<file path="src/rtl/dot_product_seq_pkg.sv">
// Shared types and default widths for the dot_product_seq sequencer and its datapath.
package dot_product_seq_pkg;

  typedef enum logic [1:0] {
    IDLE = 2'd0,
    RUN  = 2'd1,
    DONE = 2'd2
  } state_t;

  localparam int DEFAULT_DATA_WIDTH = 8;
  localparam int DEFAULT_ACC_WIDTH  = 32;
  localparam int DEFAULT_LEN_WIDTH  = 16;

endpackage

</file>
<file path="src/rtl/dot_product.sv">
// Combinational N-lane signed dot product; each product is sign-extended to ACC_WIDTH and summed modulo 2^ACC_WIDTH.
module dot_product
  import dot_product_seq_pkg::*;
#(
  parameter int N          = 4,
  parameter int DATA_WIDTH = DEFAULT_DATA_WIDTH,
  parameter int ACC_WIDTH  = DEFAULT_ACC_WIDTH
) (
  input  logic [N*DATA_WIDTH-1:0] a,
  input  logic [N*DATA_WIDTH-1:0] b,
  output logic [ACC_WIDTH-1:0]    y
);

  always_comb begin
    logic signed [2*DATA_WIDTH-1:0] prod;
    logic signed [ACC_WIDTH-1:0]    sum;
    sum  = '0;
    prod = '0;
    for (int unsigned i = 0; i < N; i++) begin
      prod = $signed(a[(i+1)*DATA_WIDTH-1 -: DATA_WIDTH]) * $signed(b[(i+1)*DATA_WIDTH-1 -: DATA_WIDTH]);
      sum  = sum + ACC_WIDTH'(prod);
    end
    y = sum;
  end

endmodule

</file>
<file path="src/rtl/dot_product_seq.sv">
// Streams len chunks through one dot_product and accumulates a scalar result.
// Optional macro DOT_PRODUCT_SEQ_RELU_EN clamps a negative final result to zero.
module dot_product_seq
  import dot_product_seq_pkg::*;
#(
  parameter int N          = 4,
  parameter int DATA_WIDTH = DEFAULT_DATA_WIDTH,
  parameter int ACC_WIDTH  = DEFAULT_ACC_WIDTH,
  parameter int LEN_WIDTH  = DEFAULT_LEN_WIDTH
) (
  input  logic                    clk,
  input  logic                    rst_n,
  input  logic                    start,
  input  logic [LEN_WIDTH-1:0]    len,
  output logic                    busy,
  input  logic                    in_valid,
  output logic                    in_ready,
  input  logic [N*DATA_WIDTH-1:0] in_a,
  input  logic [N*DATA_WIDTH-1:0] in_b,
  output logic                    out_valid,
  input  logic                    out_ready,
  output logic [ACC_WIDTH-1:0]    out_data
);

  state_t               state;
  logic [ACC_WIDTH-1:0] acc;
  logic [LEN_WIDTH-1:0] remaining;
  logic [ACC_WIDTH-1:0] dp;
  logic [ACC_WIDTH-1:0] acc_next;
  logic [ACC_WIDTH-1:0] acc_final;

  dot_product #(
    .N          (N),
    .DATA_WIDTH (DATA_WIDTH),
    .ACC_WIDTH  (ACC_WIDTH)
  ) u_dp (
    .a (in_a),
    .b (in_b),
    .y (dp)
  );

  assign acc_next = acc + dp;

  // The clamp applies only on the last beat so out_data in DONE is never negative.
`ifdef DOT_PRODUCT_SEQ_RELU_EN
  assign acc_final = acc_next[ACC_WIDTH-1] ? '0 : acc_next;
`else
  assign acc_final = acc_next;
`endif

  always_ff @(posedge clk or negedge rst_n) begin
    if (!rst_n) begin
      state     <= IDLE;
      acc       <= '0;
      remaining <= '0;
    end else begin
      case (state)
        IDLE: begin
          if (start) begin
            acc <= '0;
            if (len != '0) begin
              remaining <= len;
              state     <= RUN;
            end else begin
              state <= DONE;
            end
          end
        end
        RUN: begin
          if (in_valid) begin
            remaining <= remaining - 1'b1;
            if (remaining == LEN_WIDTH'(1)) begin
              acc   <= acc_final;
              state <= DONE;
            end else begin
              acc <= acc_next;
            end
          end
        end
        DONE: begin
          if (out_ready) state <= IDLE;
        end
        default: state <= IDLE;
      endcase
    end
  end

  assign busy      = (state != IDLE);
  assign in_ready  = (state == RUN);
  assign out_valid = (state == DONE);
  assign out_data  = acc;

endmodule

</file>
<file path="config.mk">
export PLATFORM = sky130hd
export DESIGN_NAME = dot_product_seq
export DESIGN_NICKNAME = d
export VERILOG_FILES = /design/src/rtl/dot_product_seq_pkg.sv /design/src/rtl/dot_product.sv /design/src/rtl/dot_product_seq.sv
export SDC_FILE = /design/constraint.sdc
export NUM_CORES = 1
export LEC_CHECK = 0
export BUFFER_PORTS_ARGS = -buffer_cell sky130_fd_sc_hd__buf_4
export CAP_MARGIN = 15
export CORE_UTILIZATION = 50
export CTS_BUF_LIST = sky130_fd_sc_hd__clkbuf_16
export CTS_CLUSTER_SIZE = 12
export DETAILED_ROUTE_END_ITERATION = 7
export PLACE_DENSITY = 0.73
export SYNTH_ARGS = -nofsm -noshare
export SYNTH_HDL_FRONTEND = slang
export SYNTH_SLANG_ARGS = --single-unit
</file>
<file path="constraint.sdc">
create_clock -name clk -period 15 [get_ports clk]
set_clock_uncertainty 0.2 [all_clocks]
set_input_delay 3 -clock clk [delete_from_list [all_inputs] [get_ports clk]]
set_output_delay 3 -clock clk [all_outputs]
set_load 0.05 [all_outputs]
</file>
# Yosys cells after proc, flatten, opt, wreduce, memory -nomap -nowiden
# Index checks and enable logic that the tools add are counted.
# classes
add_sub_neg	5
multipliers	4
n_div	0
n_lt_le_gt_ge	0
n_eq_ne	8
n_shift	0
n_mux	13
bitwise_logic	0
n_reduce_logical	7
# op_table
operator	count
8-bit by 8-bit multiplier with 16-bit output	4
32-bit two-way mux	2
32-bit one-hot mux with 2 select lines	1
16-bit two-way mux	3
32-bit by 16-bit adder with 32-bit output	1
32-bit adder	1
16-bit one-hot mux with 2 select lines	1
17-bit by 16-bit adder with 18-bit output	1
16-bit by 16-bit adder with 17-bit output	1
16-bit by 1-bit equality test with 1-bit output, second input constant	1
16-bit nonzero test	1
16-bit by 1-bit subtractor with 16-bit output, second input constant	1
2-bit two-way mux	5
4-bit AND reduction	2
2-bit inequality test, second input constant	3
2-bit one-hot mux with 3 select lines	1
2-bit by 1-bit inequality test with 1-bit output, second input constant	2
2-bit nonzero test	2
3-bit AND reduction	1
2-bit by 1-bit equality test with 1-bit output, second input constant	1
2-bit equality test, second input constant	1
2-bit zero test	1
# word_totals
reg_bits	50
latchBits	0
mem_bits_rw	0
romBits	0
in_bits	85
wordCells	40
memories	0

# Longest topological paths before layout
# depth
word_depth	7
depth_mapped	39
ltp_nobuf	39

# Cells and area by module
# A second synthesis with hierarchy kept.
# unflattened
hier_cells	1642
hier_area_um2	15289.7
# modules_own_cells
module	n_inst	cells_per_inst	area_per_inst_um2	seq_area_each_um2
dot_product	1	1136	11150.7	0.0
dot_product_seq	1	506	4139.0	1251.2

# Worst setup path after synthesis
# OpenSTA, ideal clock, no wires.
# synth_timing
path_kind	input-to-reg
from	in in_a[23]
to	reg acc[31] (netlist: out_data[31])
setup_ns	0.121
arrival_ns	11.991
required_time_ns	14.679
slack_ns	2.688
stages	36
path_buffers	0
path_cell_list	nand2_1 -> inv_1 -> fa_1 -> inv_1 -> fa_1 -> inv_1 -> fa_1 -> fa_1 -> fa_1 -> fa_1 -> inv_1 -> fa_1 -> inv_1 -> ha_1 -> and2_1 -> o21a_1 -> a31oi_1 -> a21oi_1 -> a21o_1 -> a21oi_1 -> xnor2_4 -> ha_1 -> inv_1 -> fa_1 -> fa_1 -> inv_1 -> ha_1 -> and2_1 -> a22o_1 -> or3_1 -> a21oi_1 -> a211oi_1 -> or3_1 -> o211ai_2 -> xnor2_1 -> a22o_1
# synth_between
elab_chain_len	6
# synth_lines
item	line_no	source
start, declared	dot_product_seq.sv:18	input logic [N*DATA_WIDTH-1:0] in_a,
8-bit by 8-bit multiplier with 16-bit output	dot_product.sv:20	prod = $signed(a[(i+1)*DATA_WIDTH-1 -: DATA_WIDTH]) * $signed(b[(i+1)*DATA_WIDTH-1 -: DATA_WIDTH]);
17-bit by 16-bit adder with 18-bit output	dot_product.sv:21	sum = sum + ACC_WIDTH'(prod);
32-bit by 16-bit adder with 32-bit output	dot_product.sv:21	
32-bit adder	dot_product_seq.sv:42	assign acc_next = acc + dp;
32-bit two-way mux	dot_product_seq.sv:70	if (in_valid) begin
32-bit one-hot mux with 2 select lines	dot_product_seq.sv:57	case (state)
end signal, assigned	dot_product_seq.sv:73	acc <= acc_final;
end signal, assigned	dot_product_seq.sv:76	acc <= acc_next;
end, declared	dot_product_seq.sv:26	logic [ACC_WIDTH-1:0] acc;
# Every way passes these cells. The select of a mux whose other input is x is not followed.
# A chain may end at the register's enable or synchronous reset.

# Worst setup path after layout
# layout_timing
from	in in_b[17]
to	reg acc[31] (netlist: out_data[31])
# layout_between
elab_chain_len	6
# layout_lines
item	line_no	source
start, declared	dot_product_seq.sv:19	input logic [N*DATA_WIDTH-1:0] in_b,
8-bit by 8-bit multiplier with 16-bit output	dot_product.sv:20	
17-bit by 16-bit adder with 18-bit output	dot_product.sv:21	
32-bit by 16-bit adder with 32-bit output	dot_product.sv:21	
32-bit adder	dot_product_seq.sv:42	
32-bit two-way mux	dot_product_seq.sv:70	
32-bit one-hot mux with 2 select lines	dot_product_seq.sv:57	
# Every way passes these cells. The select of a mux whose other input is x is not followed.

==> results.sh <==
export IMPL_status="complete, no violations"
export IMPL_grt_pass1_vias=13400
export IMPL_syn_inst=1771
export IMPL_postCtsSetupRepairBufs=0
export IMPL_clkSlewWorstSetupHoldPaths_ns=0.07
export IMPL_fill_cells=2947
export IMPL_num_nets_final=2517
export IMPL_syn_area_per_cell_um2=9.52
export IMPL_grt_pass1_wl_um=66200
export IMPL_criticalPathCategory="input pin to flop"
export IMPL_start_kind="input pin"
export IMPL_fin_crit_sh=0.866
export IMPL_mostFrequentLayoutCell="inv_1"
export IMPL_crit_path_max_incr_delay_ns=0.68
export IMPL_wirelength_um=37600
export IMPL_antenna_cells=0
export IMPL_ys_ff_latch=50
export IMPL_io_buffers=119
export IMPL_critPathCaptureType="flop"
export IMPL_crit_required_ns=14.99
export IMPL_rows=66
export IMPL_tritoncts="built"
export IMPL_via_per_inst=5.16
export IMPL_hold_buffers=0
export IMPL_htreeDepth=2
export IMPL_synth_simple_area_share=0.127
export IMPL_slew_headroom=0.352
export IMPL_synth_ff_type="dfrtp_1"
export IMPL_synth_compound_area_frac=0.0736
export IMPL_track_usage=0.242
export IMPL_drcViolationCount=0
export IMPL_finalHoldViolCount=0
export IMPL_ys_types=60
export IMPL_seq_area_frac_synth=0.0742
export IMPL_cts_resized=0
export IMPL_crit_top_cell="fa_1"
export IMPL_cap_violations=0
export IMPL_die_y_um=186
export IMPL_timing_fmax_ghz=0.0770
export IMPL_drt_iter0_markers=581
export IMPL_synth_fa_ha_area_frac=0.586
export IMPL_cts_path_max_buffers=2
export IMPL_initial_utilization=0.513
export IMPL_gp_congestion=0.924
export IMPL_via_count=12000
export IMPL_crit_family="adder cells"
export IMPL_io_pins=120
export IMPL_hp_class="flop to flop"
export IMPL_synth_top_family_by_area="adder cells"
export IMPL_die_width_um=186
export IMPL_place_hpwl_um=33400
export IMPL_yosysWarnings=0
export IMPL_firstDrtPassIters=6
export IMPL_worst_path_buf_inv=8
export IMPL_globalRouteOverflowTotal=0
export IMPL_syn_nets=2406
export IMPL_async_flop_share=1.00
export IMPL_die_area_mm2=0.0344
export IMPL_grt_setup_unrepaired="false"
export IMPL_antenna_found_initial=0
export IMPL_clk_root_buffer_cell="clkbuf_16"
export IMPL_crit_slowest_cell="fa_1"
export IMPL_final_cell_mix="477 x inv_1, 398 x fa_1, 152 x ha_1"
export IMPL_tns_ns=0
export IMPL_drive_gt1_frac=0.0765
export IMPL_synth_edf_count=0
export IMPL_cts_inserted_buffers=5
export IMPL_ant_nets=0
export IMPL_clock_latency_ns=0.30
export IMPL_coreArea_mm2=0.0329
export IMPL_tightest_slew_ns=0.971
export IMPL_fin_crit_ns=12.99
export IMPL_area_delta_synth_final_pct=9.23
export IMPL_syn_cell_area_mm2=0.0169
export IMPL_path_max_fanout=15
export IMPL_drv_slew=0
export IMPL_setup_viol=0
export IMPL_cp_arrival_ns=12.97
export IMPL_numClockSinks=50
export IMPL_wl_per_cell_um=16.2
export IMPL_synthXorXnorAreaFrac=0.0276
export IMPL_synthMuxAreaShare=0.000594
export IMPL_grt_max_degree=51
## through the flow
stage | hold slack (ns) | cells | setup slack, ns | area, µm² | utilization
after global routing | 0.336 | 2325 | 1.52 | 18400 | 0.560
after detailed placement | 0.286 | 2317 | 1.74 | 18300 | 0.556
after floorplan | 0.256 | 1771 | 2.69 | 16900 | -
after CTS | 0.301 | 2325 | 2.00 | 18400 | 0.560
final | 0.297 | 2325 | 2.01 | 18400 | 0.560
after global placement | 0.270 | 2317 | 1.91 | 18300 | 0.556
## tightest hold or removal path, cell delays in order (launching register included)
cell and delay (ns):
dfrtp_1 0.35, nand2_1 0.05, o21ai_1 0.06
## per-layer routing
layer / vias to the layer above / wire length [µm] / GRT usage
met5: - / 0 / 0
met4: 0 / 533 / 0.0452
met3: 41 / 1550 / 0.0121
met2: 282 / 19300 / 0.433
met1: 6138 / 16300 / 0.329
li1: 5547 / - / -
## synth_stat cells (all sizes together), types with 6 or more instances
cell | n | share of area
a211oi | 8 | 0.0039
a21o | 14 | 0.0063
a21oi | 50 | 0.015
a22o | 7 | 0.0036
and2 | 132 | 0.049
clkbuf | 20 | 0.0045
dfrtp | 50 | 0.074
fa | 398 | 0.47
ha | 152 | 0.11
inv | 478 | 0.11
nand2 | 148 | 0.033
nand2b | 19 | 0.0071
nand3 | 9 | 0.0027
nor2 | 59 | 0.013
nor3 | 19 | 0.0056
nor4 | 6 | 0.0022
o211ai | 7 | 0.0034
o21ai | 62 | 0.019
or3 | 10 | 0.0037
xnor2 | 36 | 0.020
xor2 | 15 | 0.0078
## flip-flops by register name, indices dropped and copies added, names as in the netlist
register / cells
out_data: 32
state: 2
remaining: 16
## logic make-up (layout without fill, tap and decap cells)
family	Yosys count	count (layout)
AO/OA/AOI/OAI	192	192
XOR/XNOR	51	51
adder cells (fa/ha/maj)	550	550
buffers and inverters	499	611
flip-flops	50	50
multiplexers	1	1
AND/OR/NAND/NOR	428	428
## final timing paths
| check | cells after the start | slack, ns | endpoint | start |
|---|---|---|---|---|
| worst max-delay path | 37 | 2.01 | out_data[31]$_DFFE_PN0P_ | in_b[17] |
| worst min-delay path | 2 | 0.30 | remaining[11]$_DFFE_PN0P_ | remaining[11]$_DFFE_PN0P_ |
| worst max register to register | 17 | 9.18 | out_data[23]$_DFFE_PN0P_ | out_data[11]$_DFFE_PN0P_ |
| worst min register to register | 2 | 0.30 | remaining[11]$_DFFE_PN0P_ | remaining[11]$_DFFE_PN0P_ |
| max in group asynchronous | 1 | 11.61 | out_data[15]$_DFFE_PN0P_ | rst_n |
| min in group asynchronous | 1 | 2.54 | out_data[24]$_DFFE_PN0P_ | rst_n |
## layout make-up
| cell class | instances | area [µm²] | area share |
|---|---|---|---|
| Tap cell | 442 | 553 | 0.0300 |
| Clock buffer | 5 | 125 | 0.00680 |
| Timing Repair Buffer | 124 | 931 | 0.0506 |
| Inverter | 479 | 1800 | 0.0977 |
| Clock inverter | 3 | 21.3 | 0.00116 |
| Sequential cell | 50 | 1250 | 0.0680 |
| Multi-Input combinational cell | 1222 | 13700 | 0.746 |
Power is left out: the tool's default activity adds up to more than one toggle a clock period on the data nets, which glitch-free logic cannot reach.
